==> config.mk <==
export PLATFORM = sky130hd
export DESIGN_NAME = program_counter_flat
export DESIGN_NICKNAME = d
export VERILOG_FILES = /design/src/rtl/program_counter_pkg.sv /design/src/rtl/program_counter_if.sv /design/src/rtl/program_counter_return_stack.sv /design/src/rtl/program_counter.sv /design/src/flat_wrapper.sv
export SDC_FILE = /design/constraint.sdc
export NUM_CORES = 1
export LEC_CHECK = 0
export ABC_CLOCK_PERIOD_IN_PS = 2700
export CORE_ASPECT_RATIO = 0.6
export CORE_MARGIN = 5
export CORE_UTILIZATION = 45
export DETAILED_ROUTE_END_ITERATION = 6
export PLACE_DENSITY = 0.69
export SLEW_MARGIN = 10
export SYNTH_ARGS = -nofsm -noshare
export SYNTH_HDL_FRONTEND = slang
export SYNTH_SLANG_ARGS = --single-unit
==> constraint.sdc <==
create_clock -name clk -period 2.7 [get_ports clk]
set_input_delay 0.405 -clock clk [delete_from_list [all_inputs] [get_ports clk]]
set_output_delay 0.405 -clock clk [all_outputs]
set_load 0.02 [all_outputs]
==> src/rtl/program_counter_pkg.sv <==
// Shared fetch-path constants and the redirect-select encoding for the program counter.
package program_counter_pkg;

   localparam int ADDR_WIDTH  = 13;
   localparam int STACK_DEPTH = 8;
   localparam int SP_WIDTH    = $clog2(STACK_DEPTH);

   localparam logic [ADDR_WIDTH-1:0] RESET_VECTOR = 13'h0000;
   localparam logic [ADDR_WIDTH-1:0] ISR_VECTOR   = 13'h0004;

   typedef enum logic [2:0] {
      PC_HOLD,
      PC_INT,
      PC_RET,
      PC_CALL,
      PC_GOTO,
      PC_PCL,
      PC_INC
   } pc_sel_e;

   // One op per cycle: the highest-priority request wins, the rest are dropped.
   function automatic pc_sel_e pc_select(input logic stall, input logic op_int,
                                         input logic op_return, input logic op_call,
                                         input logic op_goto, input logic pcl_we);
      if (stall)          return PC_HOLD;
      else if (op_int)    return PC_INT;
      else if (op_return) return PC_RET;
      else if (op_call)   return PC_CALL;
      else if (op_goto)   return PC_GOTO;
      else if (pcl_we)    return PC_PCL;
      else                return PC_INC;
   endfunction

endpackage

==> src/rtl/program_counter_if.sv <==
// Redirect requests from the decoder in, fetch address and status to program memory / file regs out.
interface program_counter_if;
   import program_counter_pkg::*;

   logic                  stall;
   logic                  op_goto;
   logic                  op_call;
   logic                  op_return;
   logic                  op_int;
   logic                  pcl_we;
   logic [10:0]           k;
   logic [4:0]            pclath;
   logic [7:0]            pcl_wdata;
   logic [ADDR_WIDTH-1:0] pc;
   logic                  rd_en;
   logic                  flush;
   logic [7:0]            pcl;
   logic                  stk_overflow;
   logic                  stk_underflow;

   modport master (
      output stall, op_goto, op_call, op_return, op_int, pcl_we, k, pclath, pcl_wdata,
      input  pc, rd_en, flush, pcl, stk_overflow, stk_underflow
   );

   modport slave (
      input  stall, op_goto, op_call, op_return, op_int, pcl_we, k, pclath, pcl_wdata,
      output pc, rd_en, flush, pcl, stk_overflow, stk_underflow
   );

endinterface

==> src/rtl/program_counter_return_stack.sv <==
// Circular hardware return stack: push writes at sp, pop reads sp-1; dout is combinational.
module return_stack
   import program_counter_pkg::*;
(
   input  logic                  clk,
   input  logic                  rst,
   input  logic                  i_push,
   input  logic                  i_pop,
   input  logic [ADDR_WIDTH-1:0] i_din,
   output logic [ADDR_WIDTH-1:0] o_dout,
   output logic                  o_overflow,
   output logic                  o_underflow
);

   logic [ADDR_WIDTH-1:0] r_mem [STACK_DEPTH];
   logic [SP_WIDTH-1:0]   r_sp;
   logic [SP_WIDTH:0]     r_count;
   logic [SP_WIDTH-1:0]   w_sp_dec;
   logic                  w_full;
   logic                  w_empty;

   assign w_sp_dec = r_sp - SP_WIDTH'(1);
   assign w_full   = (r_count == (SP_WIDTH+1)'(STACK_DEPTH));
   assign w_empty  = (r_count == '0);
   assign o_dout   = r_mem[w_sp_dec];

   // Entries are deliberately left unreset; only the pointer state is cleared.
   always_ff @(posedge clk) begin
      if (i_push) begin
         r_mem[r_sp] <= i_din;
      end
   end

   always_ff @(posedge clk or posedge rst) begin
      if (rst) begin
         r_sp        <= '0;
         r_count     <= '0;
         o_overflow  <= 1'b0;
         o_underflow <= 1'b0;
      end else if (i_push) begin
         r_sp <= r_sp + SP_WIDTH'(1);
         if (w_full) begin
            o_overflow <= 1'b1;
         end else begin
            r_count <= r_count + (SP_WIDTH+1)'(1);
         end
      end else if (i_pop) begin
         r_sp <= w_sp_dec;
         if (w_empty) begin
            o_underflow <= 1'b1;
         end else begin
            r_count <= r_count - (SP_WIDTH+1)'(1);
         end
      end
   end

endmodule

==> src/rtl/program_counter.sv <==
// Fetch-address generator: priority redirect mux, PC register, return stack, flush/rd_en to program memory.
module program_counter
   import program_counter_pkg::*;
(
   input  logic              clk,
   input  logic              rst,
   program_counter_if.slave  bus
);

   logic [ADDR_WIDTH-1:0] r_pc;
   logic [ADDR_WIDTH-1:0] w_next_pc;
   logic [ADDR_WIDTH-1:0] w_stk_dout;
   pc_sel_e               w_sel;
   logic                  w_push;
   logic                  w_pop;

   always_comb begin
      w_sel     = pc_select(bus.stall, bus.op_int, bus.op_return,
                            bus.op_call, bus.op_goto, bus.pcl_we);
      w_next_pc = r_pc + ADDR_WIDTH'(1);
      w_push    = 1'b0;
      w_pop     = 1'b0;
      case (w_sel)
         PC_HOLD: w_next_pc = r_pc;
         PC_INT: begin
            w_next_pc = ISR_VECTOR;
            w_push    = 1'b1;
         end
         PC_RET: begin
            w_next_pc = w_stk_dout;
            w_pop     = 1'b1;
         end
         PC_CALL: begin
            w_next_pc = {bus.pclath[4:3], bus.k};
            w_push    = 1'b1;
         end
         PC_GOTO: w_next_pc = {bus.pclath[4:3], bus.k};
         PC_PCL:  w_next_pc = {bus.pclath, bus.pcl_wdata};
         default: w_next_pc = r_pc + ADDR_WIDTH'(1);
      endcase
   end

   always_ff @(posedge clk or posedge rst) begin
      if (rst) begin
         r_pc <= RESET_VECTOR;
      end else begin
         r_pc <= w_next_pc;
      end
   end

   // The pushed return address is the current fetch address, since the executing op sits at pc-1.
   return_stack u_stack (
      .clk         (clk),
      .rst         (rst),
      .i_push      (w_push),
      .i_pop       (w_pop),
      .i_din       (r_pc),
      .o_dout      (w_stk_dout),
      .o_overflow  (bus.stk_overflow),
      .o_underflow (bus.stk_underflow)
   );

   assign bus.pc    = r_pc;
   assign bus.pcl   = r_pc[7:0];
   assign bus.rd_en = ~rst & ~bus.stall;
   assign bus.flush = ~rst & (w_sel != PC_HOLD) & (w_sel != PC_INC);

endmodule

==> src/flat_wrapper.sv <==
// flat-port wrapper written by rule: the top's interface ports become plain ports
module program_counter_flat import program_counter_pkg::*;
  (clk, rst, bus_stall, bus_op_goto, bus_op_call, bus_op_return, bus_op_int, bus_pcl_we, bus_k, bus_pclath, bus_pcl_wdata, bus_pc, bus_rd_en, bus_flush, bus_pcl, bus_stk_overflow, bus_stk_underflow);
  program_counter_if bus_i ();
  input  logic clk;
  input  logic rst;
  input wire logic [$bits(bus_i.stall)-1:0] bus_stall;
  input wire logic [$bits(bus_i.op_goto)-1:0] bus_op_goto;
  input wire logic [$bits(bus_i.op_call)-1:0] bus_op_call;
  input wire logic [$bits(bus_i.op_return)-1:0] bus_op_return;
  input wire logic [$bits(bus_i.op_int)-1:0] bus_op_int;
  input wire logic [$bits(bus_i.pcl_we)-1:0] bus_pcl_we;
  input wire logic [$bits(bus_i.k)-1:0] bus_k;
  input wire logic [$bits(bus_i.pclath)-1:0] bus_pclath;
  input wire logic [$bits(bus_i.pcl_wdata)-1:0] bus_pcl_wdata;
  output wire logic [$bits(bus_i.pc)-1:0] bus_pc;
  output wire logic [$bits(bus_i.rd_en)-1:0] bus_rd_en;
  output wire logic [$bits(bus_i.flush)-1:0] bus_flush;
  output wire logic [$bits(bus_i.pcl)-1:0] bus_pcl;
  output wire logic [$bits(bus_i.stk_overflow)-1:0] bus_stk_overflow;
  output wire logic [$bits(bus_i.stk_underflow)-1:0] bus_stk_underflow;
  assign bus_i.stall = bus_stall;
  assign bus_i.op_goto = bus_op_goto;
  assign bus_i.op_call = bus_op_call;
  assign bus_i.op_return = bus_op_return;
  assign bus_i.op_int = bus_op_int;
  assign bus_i.pcl_we = bus_pcl_we;
  assign bus_i.k = bus_k;
  assign bus_i.pclath = bus_pclath;
  assign bus_i.pcl_wdata = bus_pcl_wdata;
  assign bus_pc = bus_i.pc;
  assign bus_rd_en = bus_i.rd_en;
  assign bus_flush = bus_i.flush;
  assign bus_pcl = bus_i.pcl;
  assign bus_stk_overflow = bus_i.stk_overflow;
  assign bus_stk_underflow = bus_i.stk_underflow;
  program_counter u_core (.clk(clk), .rst(rst), .bus(bus_i));
endmodule
==> results of run 1 <==
[metal layers]
| layer | wire (um) | vias to the layer above | GRT usage | share of wire |
|---|---|---|---|---|
| li1 | - | 1637 | - | - |
| met1 | 6120 | 1853 | 0.270 | 0.45 |
| met2 | 6350 | 168 | 0.309 | 0.46 |
| met3 | 1080 | 20 | 0.0629 | 0.078 |
| met4 | 182 | 0 | 0.0617 | 0.013 |
| met5 | 0 | - | 0 | 0 |
[Yosys cell counts, drive strengths merged, types with 2 or more instances]
library cell and count:
edfxtp 104, mux2i 24, dfrtp 22, nand2 22
nand3 21, buf 19, mux4 16, nor2 16
a21oi 12, nor3 12, inv 10, clkbuf 8
xnor2 8, a221oi 7, nand4 7, nor2b 7
a22oi 6, o21ai 6, xor2 6, ha 5
nor4 5, a31oi 3, a21boi 2, a21o 2
a22o 2, a2bb2oi 2, a32oi 2, a41oi 2
and3 2, o22a 2
[layout make-up]
class,instances,area (sq um),area share
clock buffers,19,453,0.0638
clock inverters,13,140,0.0197
inverters,10,37.5,0.00529
multi-input cells,212,1760,0.247
flip-flops and latches,126,3670,0.518
well taps,165,206,0.0291
repair buffers,92,831,0.117
[final timing paths]
| path | start | endpoint | slack, ns | cells after the start |
|---|---|---|---|---|
| hold / removal | rst | u_core.bus.pc[12] | 0.39 | 3 |
| min in group clk | u_core.u_stack.o_underflow | u_core.u_stack.o_underflow | 0.47 | 1 |
| setup reg to reg | u_core.u_stack.r_sp[1] | u_core.bus.pc[10] | 0.20 | 8 |
| hold reg to reg | u_core.u_stack.o_underflow | u_core.u_stack.o_underflow | 0.47 | 1 |
| setup / recovery | u_core.u_stack.r_sp[1] | u_core.bus.pc[10] | 0.20 | 8 |
| max in group asynchronous | rst | u_core.u_stack.r_count[1] | 2.04 | 3 |
[worst max-delay path, cell delays in order (launching register included)]
cell and delay [ns]:
dfrtp_1 0.47, inv_1 0.18, ha_2 0.28, xor2_4 0.23, buf_4 0.21, mux4_1 0.56
mux2i_1 0.20, o22a_1 0.17, nand2_1 0.06
[cells by family (layout without fill, tap and decap cells)]
family	Yosys count	count (layout)	share of synthesized area
flops	126	126	0.661
simple gates	94	94	0.0828
compound gates	58	58	0.0761
mux	41	41	0.113
buf+inv	37	134	0.0329
xor+xnor	14	14	0.0234
fa+ha+maj	5	5	0.0113
[registers in the layout, indices dropped and copies added, names as in the netlist]
name	flops
u_core.u_stack.o_overflow	1
u_core.u_stack.o_underflow	1
u_core.u_stack.r_sp	3
u_core.bus.pc	13
u_core.u_stack.r_count	4
u_core.u_stack.r_mem	104
[timing repair]
action | 4_1_cts | 5_1_grt
resized for setup | 0 | 1
endpoints found under the setup margin | 0 | 1
hold endpoints to repair | 0 | 0
[power groups by stage]
stage	logic, mW	registers, mW	clock network [mW]
after global placement	2.59	2.87	0
after CTS	2.65	2.86	2.28
final	2.65	2.87	2.26
after detailed placement	2.63	2.90	0
after global routing	2.84	2.92	2.38
after floorplan	1.71	2.86	0
==> impl_metrics.tcl, run 1 <==
set metrics [dict create \
    dieArea_sq_mm 0.0147 \
    leakage_nw 2.54 \
    rsz0062_at_grt "no" \
    synth.distinct_cells 49 \
    run_status "finished, final reports clean" \
    syn_area_sq_mm 0.00556 \
    hold_class "input pin to asynchronous set/reset pin" \
    async_flop_share 0.175 \
    finalSetupViolCount 0 \
    io_buffers 56 \
    fin_crit_ns 2.50 \
    drv_slew 0 \
    swShare 0.338 \
    layout_common_cells "edfxtp_1 (104), clkdlybuf4s50_1 (56), buf_4 (36)" \
    synth-seq-cells 126 \
    core.rowCount 31 \
    synth_top_area_share 0.562 \
    io_pins 57 \
    clk_pin_slew_ns 0.06 \
    tns_ns 0 \
    pre_cts_slack_ns 0.197 \
    detail-route-antenna-nets 0 \
    cp-start-kind "register" \
    clockPowerShare 0.290 \
    grt_pass1_vias 3749 \
    place_inst 605 \
    slew-limit-headroom 0.642 \
    stdcell_count 637 \
    worst_ep_arrival_time_ns 2.77 \
    grt_pass1_wl_um 21700 \
    drcViolationCount 0 \
    hold_viol_final 0 \
    max_freq_mhz 400 \
    critPathCaptureType "register" \
    fin_nets 496 \
    cts.htree.levels 4 \
    post-route-util 0.588 \
    cp_max_fo 7 \
    ctsHoldBuffers 0 \
    die_y_um 96.1 \
    synth_cells 375 \
    initialDrtViolationCount 319 \
    hpwl_um 9350 \
    grt_max_degree 26 \
    die-width_um 153 \
    ys_seq_area_frac 0.661 \
    design_area_sq_mm 0.00710 \
    synth_ff_type "edfxtp_1" \
    core_sq_mm 0.0121 \
    p_comb_frac 0.341 \
    timing.final.crit_share 0.925 \
    yosysWarnings 0 \
    synth_area_per_cell_sq_um 14.8 \
    cts_tree "yes" \
    cts-root-buf "clkbuf_16" \
    clk_latency_ns 0.41 \
    max_cap_violations 0 \
    yosysTopAreaCell "edfxtp_1" \
    syn_to_final_growth_pct 27.7 \
    pwr-share-seq 0.369 \
    internal-power_mw 5.14 \
    grt_usage 0.198 \
    dr.pass1.iters 5 \
    final_layout_size_suffix_gt1_frac 0.197 \
    path_class "register to register" \
    num-fill-cells 920 \
    routed_wl_um 13700 \
    diodes 0 \
    layout_setup_ws_ns 0.201 \
    power.density_mw_per_mm2 1100 \
    power.net_switching_mw 2.63 \
    cts_buffers 17 \
    routed-via-count 3678 \
    gr-total-overflow 0 \
    clock_path_buffers 2 \
    final_common_cell "edfxtp_1" \
    antenna_found_initial 0 \
    cts_setup_buffers 0 \
    routed_via_density 5.77 \
    initial_core_util 0.461 \
    clock_skew_ns 0.00954 \
    holdWs_ns 0.394 \
    cts.sinks 126 \
    synth-edff-count 104 \
    post_drt_wl_per_cell_um 21.6 \
    power_mw 7.77 \
    netlist_top_cells_area "edfxtp_1 (56%), dfrtp_1 (9.9%), mux4_2 (4.9%), mux2i_1 (4.3%), mux4_1 (1.9%)" \
    worst_slew_pin_slew_ns 0.537 \
    cp_data_required_time_ns 2.97 \
    placed_area_sq_mm 0.00649 \
    synthesis.nets 412 \
    gp_congestion 0.880 \
    worst_ir_drop_vdd_uv 654 \
]
Note: power is estimated with default switching activity, not from simulation.
==> run 2, diff against run 1 <==
Settings changed: CORE_ASPECT_RATIO 0.6 to unset.
==> impl_metrics.tcl, run 2 (synthesized netlist as in run 1, its figures left out) <==
set metrics [dict create \
    power.density_mw_per_mm2 1060 \
    routed_wl_um 14100 \
    layout_setup_ws_ns 0.108 \
    gp_congestion 0.873 \
    wl_met2_um 6680 \
    max_cap_violations 0 \
    die-width_um 121 \
    hold_viol_final 0 \
    cts.sinks 126 \
    dr.pass1.iters 7 \
    cts_setup_buffers 0 \
    cp_max_fo 11 \
    post_drt_wl_per_cell_um 21.9 \
    cts.htree.levels 4 \
    drv_slew 0 \
    clk_latency_ns 0.42 \
    cp_data_required_time_ns 2.30 \
    cts_resized 0 \
    critical_path.slowest_cell "clkdlybuf4s50_1" \
    die_y_um 121 \
    max_stage_delay_ns 0.61 \
    grt_max_degree 26 \
    holdWs_ns 0.470 \
    pre_cts_slack_ns 0.111 \
    cts_tree "yes" \
    grt_pass1_wl_um 21400 \
    ctsHoldBuffers 0 \
    worst_ir_drop_vdd_uv 774 \
    critPathCaptureType "primary output" \
    initial_core_util 0.461 \
    worst_ep_arrival_time_ns 2.19 \
    syn_to_final_growth_pct 27.3 \
    grt_usage 0.204 \
    hold_class "input pin to asynchronous set/reset pin" \
    initialDrtViolationCount 419 \
    clock_path_buffers 2 \
    rsz0062_at_grt "no" \
    detail-route-antenna-nets 0 \
    core_sq_mm 0.0121 \
    core.rowCount 40 \
    layout_common_cells "edfxtp_1 (104), clkdlybuf4s50_1 (56), buf_4 (38)" \
    slew-limit-headroom 0.589 \
    num-fill-cells 963 \
    largest_reg_flops 104 \
    leakage_nw 2.55 \
    path_class "input pin to primary output" \
    diodes 0 \
    cts-root-buf "clkbuf_16" \
    finalSetupViolCount 0 \
    io_pins 57 \
    max_freq_mhz 386 \
    fin_crit_ns 2.59 \
    routed_via_density 5.67 \
    clk_pin_slew_ns 0.06 \
    drcViolationCount 0 \
    cp-start-kind "input pin" \
    final_layout_size_suffix_gt1_frac 0.195 \
    grt_pass1_vias 3738 \
    io_buffers 56 \
    post-route-util 0.587 \
    cts_buffers 17 \
    cp-startpoint "bus_stall" \
    crit_path_cell_trace "clkdlybuf4s50_1 > buf_4 > nor2_1 > a21boi_0 > buf_4 > clkdlybuf4s50_1" \
    wl_met1_um 6040 \
    gr-total-overflow 0 \
    timing.critical_path.buf_inv 4 \
    hpwl_um 9300 \
    r2r_start "u_core.u_stack.r_sp[1]" \
    dieArea_sq_mm 0.0147 \
    routed-via-count 3656 \
    clock_skew_ns 0.00516 \
    top_layer "met4" \
    antenna_found_initial 0 \
    met3WireLength_um 929 \
    final_common_cell "edfxtp_1" \
    worst_slew_pin_slew_ns 0.616 \
    run_status "finished, final reports clean" \
    fin_nets 501 \
    largest-register "u_core.u_stack.r_mem" \
    crit_family "buffers and inverters" \
    timing.final.crit_share 0.960 \
]
## run 2: area by class of cell
class | count | area, sq um | share of cell area
Inverter | 10 | 37.5 | 0.00531
Timing Repair Buffer | 97 | 906 | 0.128
Clock buffer | 24 | 462 | 0.0653
Multi-Input combinational cell | 212 | 1740 | 0.247
Tap cell | 168 | 210 | 0.0297
Sequential cell | 126 | 3670 | 0.519
Clock inverter | 8 | 42.5 | 0.00601
## run 2: worst paths after layout
check                                             endpoint  slack, ns  depth (start not counted)
min in group clk                u_core.u_stack.o_underflow       0.47                          1
worst max-delay path                             bus_flush       0.11                          6
max in group asynchronous                 u_core.bus.pc[8]       1.74                          3
worst min-delay path                      u_core.bus.pc[6]       0.47                          2
worst max register to register           u_core.bus.pc[10]       0.37                          8
worst min register to register  u_core.u_stack.o_underflow       0.47                          1
## run 2: through the flow
step           total power [mW]  instances  setup TNS, ns  area (sq um)
6_report                   7.50        645              0          7080
5_1_grt                    7.87        645              0          7080
4_1_cts                    7.55        645              0          7080
3_5_place_dp               5.58        613              0          6570
3_3_place_gp               5.53        613              0          6570
2_1_floorplan              4.57        375          -1.65          5570
## run 2: report_power, final
group          leakage (nW)  switching, mW  internal (mW)
sequential             1.20          0.285           2.52
clock                 0.251          0.784           1.18
combinational          1.10           1.47           1.26
## run 2: worst reg2reg max path, delay by kind of cell, from the launching register on
kind / cells / cell delay (ns)
DFF: 1 / 0.38
xor gates and xnor gates: 1 / 0.29
AOI/OAI and AO/OA: 1 / 0.15
muxes: 2 / 0.72
buffers and inverters: 2 / 0.37
and+or+nand+nor: 1 / 0.05
adders and majority gates: 1 / 0.26
## run 2: per-layer routing
| metal | vias up | GRT usage |
|---|---|---|
| met5 | - | 0 |
| met4 | 0 | 0.0994 |
| met3 | 36 | 0.0648 |
| met2 | 151 | 0.314 |
| met1 | 1821 | 0.263 |
| li1 | 1648 | - |
